### config.mk
export PLATFORM = sky130hd
export DESIGN_NAME = ws2812_chain_driver
export DESIGN_NICKNAME = d
export VERILOG_FILES = /design/src/rtl/ws2812_chain_driver.sv
export SDC_FILE = /design/constraint.sdc
export NUM_CORES = 1
export LEC_CHECK = 0
export BUFFER_PORTS_ARGS = -buffer_cell sky130_fd_sc_hd__buf_4
export CORE_MARGIN = 1.5
export CORE_UTILIZATION = 50
export DETAILED_ROUTE_END_ITERATION = 12
export GPL_ROUTABILITY_DRIVEN = 0
export PLACE_DENSITY_LB_ADDON = 0.3
export SETUP_SLACK_MARGIN = 0.3
export SLEW_MARGIN = 20
export SYNTH_ARGS = -nofsm -noshare
export SYNTH_HDL_FRONTEND = slang
export SYNTH_SLANG_ARGS = --single-unit
### constraint.sdc
create_clock -name clk -period 5.8 [get_ports clk]
set_clock_uncertainty 0.1 [all_clocks]
set_input_delay 0.29 -clock clk [delete_from_list [all_inputs] [get_ports clk]]
set_output_delay 0.29 -clock clk [all_outputs]
set_load 0.05 [all_outputs]
### src/rtl/ws2812_chain_driver.sv
// ws2812_chain_driver: continuously refreshes a 4-LED WS2812-style daisy
// chain. Each frame snapshots the four RGB inputs, serialises 96 bits as NRZ
// pulses (MSB first, LED1 first), then holds the line low for a latch gap.
module ws2812_chain_driver #(
  parameter int T0H_CYCLES = 20,
  parameter int T1H_CYCLES = 40,
  parameter int BIT_CYCLES = 63,
  parameter int GAP_CYCLES = 15000,
  parameter int GRB_ORDER  = 1
) (
  input  logic        clk,
  input  logic        reset,
  input  logic [0:23] led1_rgb,
  input  logic [0:23] led2_rgb,
  input  logic [0:23] led3_rgb,
  input  logic [0:23] led4_rgb,
  output logic        dout,
  output logic        frame_start,
  output logic        busy
);

  localparam int CYC_W = (BIT_CYCLES > 1) ? $clog2(BIT_CYCLES) : 1;
  localparam int GAP_W = (GAP_CYCLES > 0) ? $clog2(GAP_CYCLES + 1) : 1;

  localparam logic [CYC_W-1:0] CYC_LAST = CYC_W'(BIT_CYCLES - 1);
  localparam logic [CYC_W-1:0] T0H_C    = CYC_W'(T0H_CYCLES);
  localparam logic [CYC_W-1:0] T1H_C    = CYC_W'(T1H_CYCLES);
  localparam logic [GAP_W-1:0] GAP_LAST = GAP_W'(GAP_CYCLES - 1);
  localparam logic [6:0]       BIT_LAST = 7'd95;

  localparam logic [1:0] ST_GAP   = 2'd0;
  localparam logic [1:0] ST_LATCH = 2'd1;
  localparam logic [1:0] ST_SEND  = 2'd2;

  logic [1:0]       state_q, state_d;
  logic [GAP_W-1:0] gap_cnt_q, gap_cnt_d;
  logic [CYC_W-1:0] cyc_q, cyc_d;
  logic [6:0]       bit_idx_q, bit_idx_d;
  logic [95:0]      sr_q, sr_d;
  logic             dout_q, dout_d;
  logic             busy_q, busy_d;
  logic             fs_q, fs_d;

  // Inputs carry R in the leftmost byte; the wire order puts G first.
  function automatic logic [23:0] led_order(input logic [0:23] c);
    if (GRB_ORDER != 0) led_order = {c[8:15], c[0:7], c[16:23]};
    else                led_order = c;
  endfunction

  // Next-state logic. dout is computed for the *next* cycle so the pin is a
  // flop output and the first high cycle of every bit lands on its boundary.
  always_comb begin
    state_d   = state_q;
    gap_cnt_d = gap_cnt_q;
    cyc_d     = cyc_q;
    bit_idx_d = bit_idx_q;
    sr_d      = sr_q;
    dout_d    = 1'b0;
    case (state_q)
      ST_GAP: begin
        if (gap_cnt_q == GAP_LAST) begin
          state_d   = ST_LATCH;
          gap_cnt_d = '0;
        end else begin
          gap_cnt_d = gap_cnt_q + 1'b1;
        end
      end
      ST_LATCH: begin
        sr_d      = {led_order(led1_rgb), led_order(led2_rgb),
                     led_order(led3_rgb), led_order(led4_rgb)};
        cyc_d     = '0;
        bit_idx_d = '0;
        state_d   = ST_SEND;
        dout_d    = 1'b1;  // every bit starts high, whatever its value
      end
      ST_SEND: begin
        if (cyc_q == CYC_LAST) begin
          cyc_d = '0;
          if (bit_idx_q == BIT_LAST) begin
            state_d = ST_GAP;
          end else begin
            bit_idx_d = bit_idx_q + 1'b1;
            sr_d      = {sr_q[94:0], 1'b0};
            dout_d    = 1'b1;
          end
        end else begin
          cyc_d  = cyc_q + 1'b1;
          dout_d = (cyc_d < (sr_q[95] ? T1H_C : T0H_C));
        end
      end
      default: begin
        state_d   = ST_GAP;
        gap_cnt_d = '0;
      end
    endcase
    busy_d = (state_d == ST_SEND);
    fs_d   = (state_d == ST_LATCH);
  end

  // State and output registers; reset drops any partial frame.
  always_ff @(posedge clk) begin
    if (reset) begin
      state_q   <= ST_GAP;
      gap_cnt_q <= '0;
      cyc_q     <= '0;
      bit_idx_q <= '0;
      sr_q      <= '0;
      dout_q    <= 1'b0;
      busy_q    <= 1'b0;
      fs_q      <= 1'b0;
    end else begin
      state_q   <= state_d;
      gap_cnt_q <= gap_cnt_d;
      cyc_q     <= cyc_d;
      bit_idx_q <= bit_idx_d;
      sr_q      <= sr_d;
      dout_q    <= dout_d;
      busy_q    <= busy_d;
      fs_q      <= fs_d;
    end
  end

  assign dout        = dout_q;
  assign busy        = busy_q;
  assign frame_start = fs_q;

endmodule
==> results.sh <==
export IMPL_status="finished clean"
export IMPL_dr_first_iter_drc_count=311
export IMPL_required_ps=5940
export IMPL_synth_seq_cells=128
export IMPL_core_sq_mm=0.0120
export IMPL_cp_max_fo=79
export IMPL_clk_pin_slew_ps=60
export IMPL_wl_per_cell_um=16.3
export IMPL_hold_viol_final=0
export IMPL_synth_area_leaders="dfxtp_1, mux2i_1, a211oi_1, a21oi_1, clkbuf_1"
export IMPL_first_global_vias=4948
export IMPL_max_freq_mhz=269
export IMPL_post_cts_buffers=0
export IMPL_synthFlopType="dfxtp_1"
export IMPL_async_reset_ff_share_pct=0
export IMPL_final_antenna_net_count=0
export IMPL_startpoint_type="register"
export IMPL_cts_tree="done"
export IMPL_yosysMostFrequentCell="dfxtp_1"
export IMPL_num_io_pins=101
export IMPL_viasPerCell=5.90
export IMPL_period_needed_ps=3720
export IMPL_crit_arrival_ps=3870
export IMPL_fin_crit_sh_pct=64.2
export IMPL_hold_class="in -> reg"
export IMPL_rows=40
export IMPL_die_x_um=113
export IMPL_relSlewSlack_pct=33.8
export IMPL_path_common_cell="buf_4"
export IMPL_hold_ws_ps=86.3
export IMPL_cap_violations=0
export IMPL_syn_cell_area_sq_mm=0.00608
export IMPL_port_buffers=100
export IMPL_endpoint_kind="register"
export IMPL_clock_path_buffers=2
export IMPL_drc=0
export IMPL_yosysWarnings=0
export IMPL_critical_path_class="reg -> reg"
export IMPL_power_leakage_nw=2.45
export IMPL_grt_max_degree=113
export IMPL_irDropWorstVdd_mv=0.304
export IMPL_synth_nets=749
export IMPL_clkSinkCount=128
export IMPL_areaGrowthSynthToFinish_pct=22.9
export IMPL_slew_violations=0
export IMPL_ys_top_cells_by_count="dfxtp_1, a21oi_1, mux2i_1"
export IMPL_antenna_found_initial=0
export IMPL_start_util_pct=50.9
export IMPL_first_pass_iters=4
export IMPL_dieArea_sq_mm=0.0128
export IMPL_synth_edff_count=0
export IMPL_rsz0062_at_grt="false"
export IMPL_die_h_um=113
export IMPL_grt_usage_pct=22.4
export IMPL_clk_latency_ps=420
export IMPL_dp_hpwl_um=8590
export IMPL_htreeDepth=4
export IMPL_postCtsHoldBufs=0
export IMPL_synth_top_area_cell="dfxtp_1"
export IMPL_fin_nets=815
export IMPL_cts_repair_resized=0
export IMPL_num_vias=5109
export IMPL_diodes=0
export IMPL_ys_types=50
export IMPL_critical_path_cell_chain="inv_1 > ha_4 > buf_4 > a31oi_4 > buf_4 > a21oi_1 > a211oi_1"
export IMPL_power_density_mw_per_mm2=278
export IMPL_cp_slowest_stage_delay_ps=800
export IMPL_drive_gt1_share_pct=20.9
export IMPL_overflow=0
export IMPL_worstMarginPinSlew_ps=992
export IMPL_synth_cells=640
export IMPL_finalSetupViolCount=0
export IMPL_cts_root_buffer="clkbuf_16"
export IMPL_finalSetupTns_ps=0
export IMPL_syn_area_per_cell_sq_um=9.51
export IMPL_p_total_mw=2.08
export IMPL_cts_buffers=17
export IMPL_critPathBufInv=3
export IMPL_slowest_stage="buf_4"
export IMPL_cpLargestDelayFamily="buffers and inverters"
export IMPL_drt_wl_total_um=14100
export IMPL_yosysSeqAreaShare_pct=42.1
export IMPL_grt_pass1_wl_um=23200
export IMPL_yosysTopAreaCellShare_pct=42.1
-- layout make-up --
type	instances	area, sq um
clock inverters	14	181
clock buffers	18	439
inverters	9	33.8
fillers	975	4480
well taps	147	184
multi-input cells	445	3270
repair buffers	105	812
flip-flops and latches	128	2560
-- tightest hold or removal path, stage by stage --
cell and delay (ps):
buf_4 110, nand3_1 70, a21oi_1 80
-- sequential cells by signal, indices dropped and copies added (netlist names) --
register and cells:
cyc_q 6, sr_q 96, bit_idx_q 7, frame_start 1, gap_cnt_q 14, state_q 2, busy 1, dout 1
-- cell families (layout without fill, tap and decap cells) --
kind of cell	count (synthesis)	in the layout	synth area share [%]
AO/OA/AOI/OAI	232	232	24.8
flip-flops	128	128	42.1
multiplexers	100	100	16.5
AND/OR/NAND/NOR	89	89	7.75
buffers and inverters	67	146	4.77
XOR/XNOR	13	13	1.87
adder cells (fa/ha/maj)	11	11	2.26
-- metrics by stage --
stage / std cells / area, sq um / setup slack [ps] / utilization [%]
after floorplan: 640 / 6080 / 3700 / -
after global placement: 833 / 6830 / 2250 / 57.1
after detailed placement: 833 / 6830 / 2140 / 57.1
after CTS: 865 / 7450 / 2100 / 62.3
after global routing: 866 / 7480 / 1880 / 62.5
final: 866 / 7480 / 2080 / 62.5
-- worst paths after layout --
kind / from / end / slack [ps] / cells past startpoint
worst max-delay path: state_q[0] / sr_q[26] / 2080 / 7
worst min-delay path: led4_rgb[23] / sr_q[0] / 90 / 3
worst max register to register: state_q[0] / sr_q[26] / 2080 / 7
worst min register to register: bit_idx_q[6] / bit_idx_q[6] / 400 / 2
-- layer usage --
layer / vias up / GRT usage [%] / share of wire [%] / routed length, um
met2: 123 / 36.7 / 48 / 6830
met4: 0 / 8.33 / 1.5 / 214
met3: 16 / 6.05 / 5.4 / 758
met1: 2424 / 28.4 / 45 / 6300
li1: 2546 / - / - / -
met5: - / 0 / 0 / 0
-- layout by cell type (no fill, tap or decap), drive strengths merged, types with 9 or more instances in the layout --
cell type  netlist  routed
a211oi          96      96
clkbuf          38      18
inv              9      12
a21oi          107     107
nor2            22      22
xnor2            9       9
buf             20     105
nor3            10      10
mux2i          100     100
nand3           12      12
dfxtp          128     128
nand2           15      15
ha              11      11
-- power breakdown --
group	leakage [nW]	switching (mW)	internal, mW
logic	1.13	0.0393	0.0558
registers	1.03	0.00262	0.881
clock network	0.290	0.409	0.693
total	2.45	0.450	1.63
Note: power is estimated with default switching activity, not from simulation.
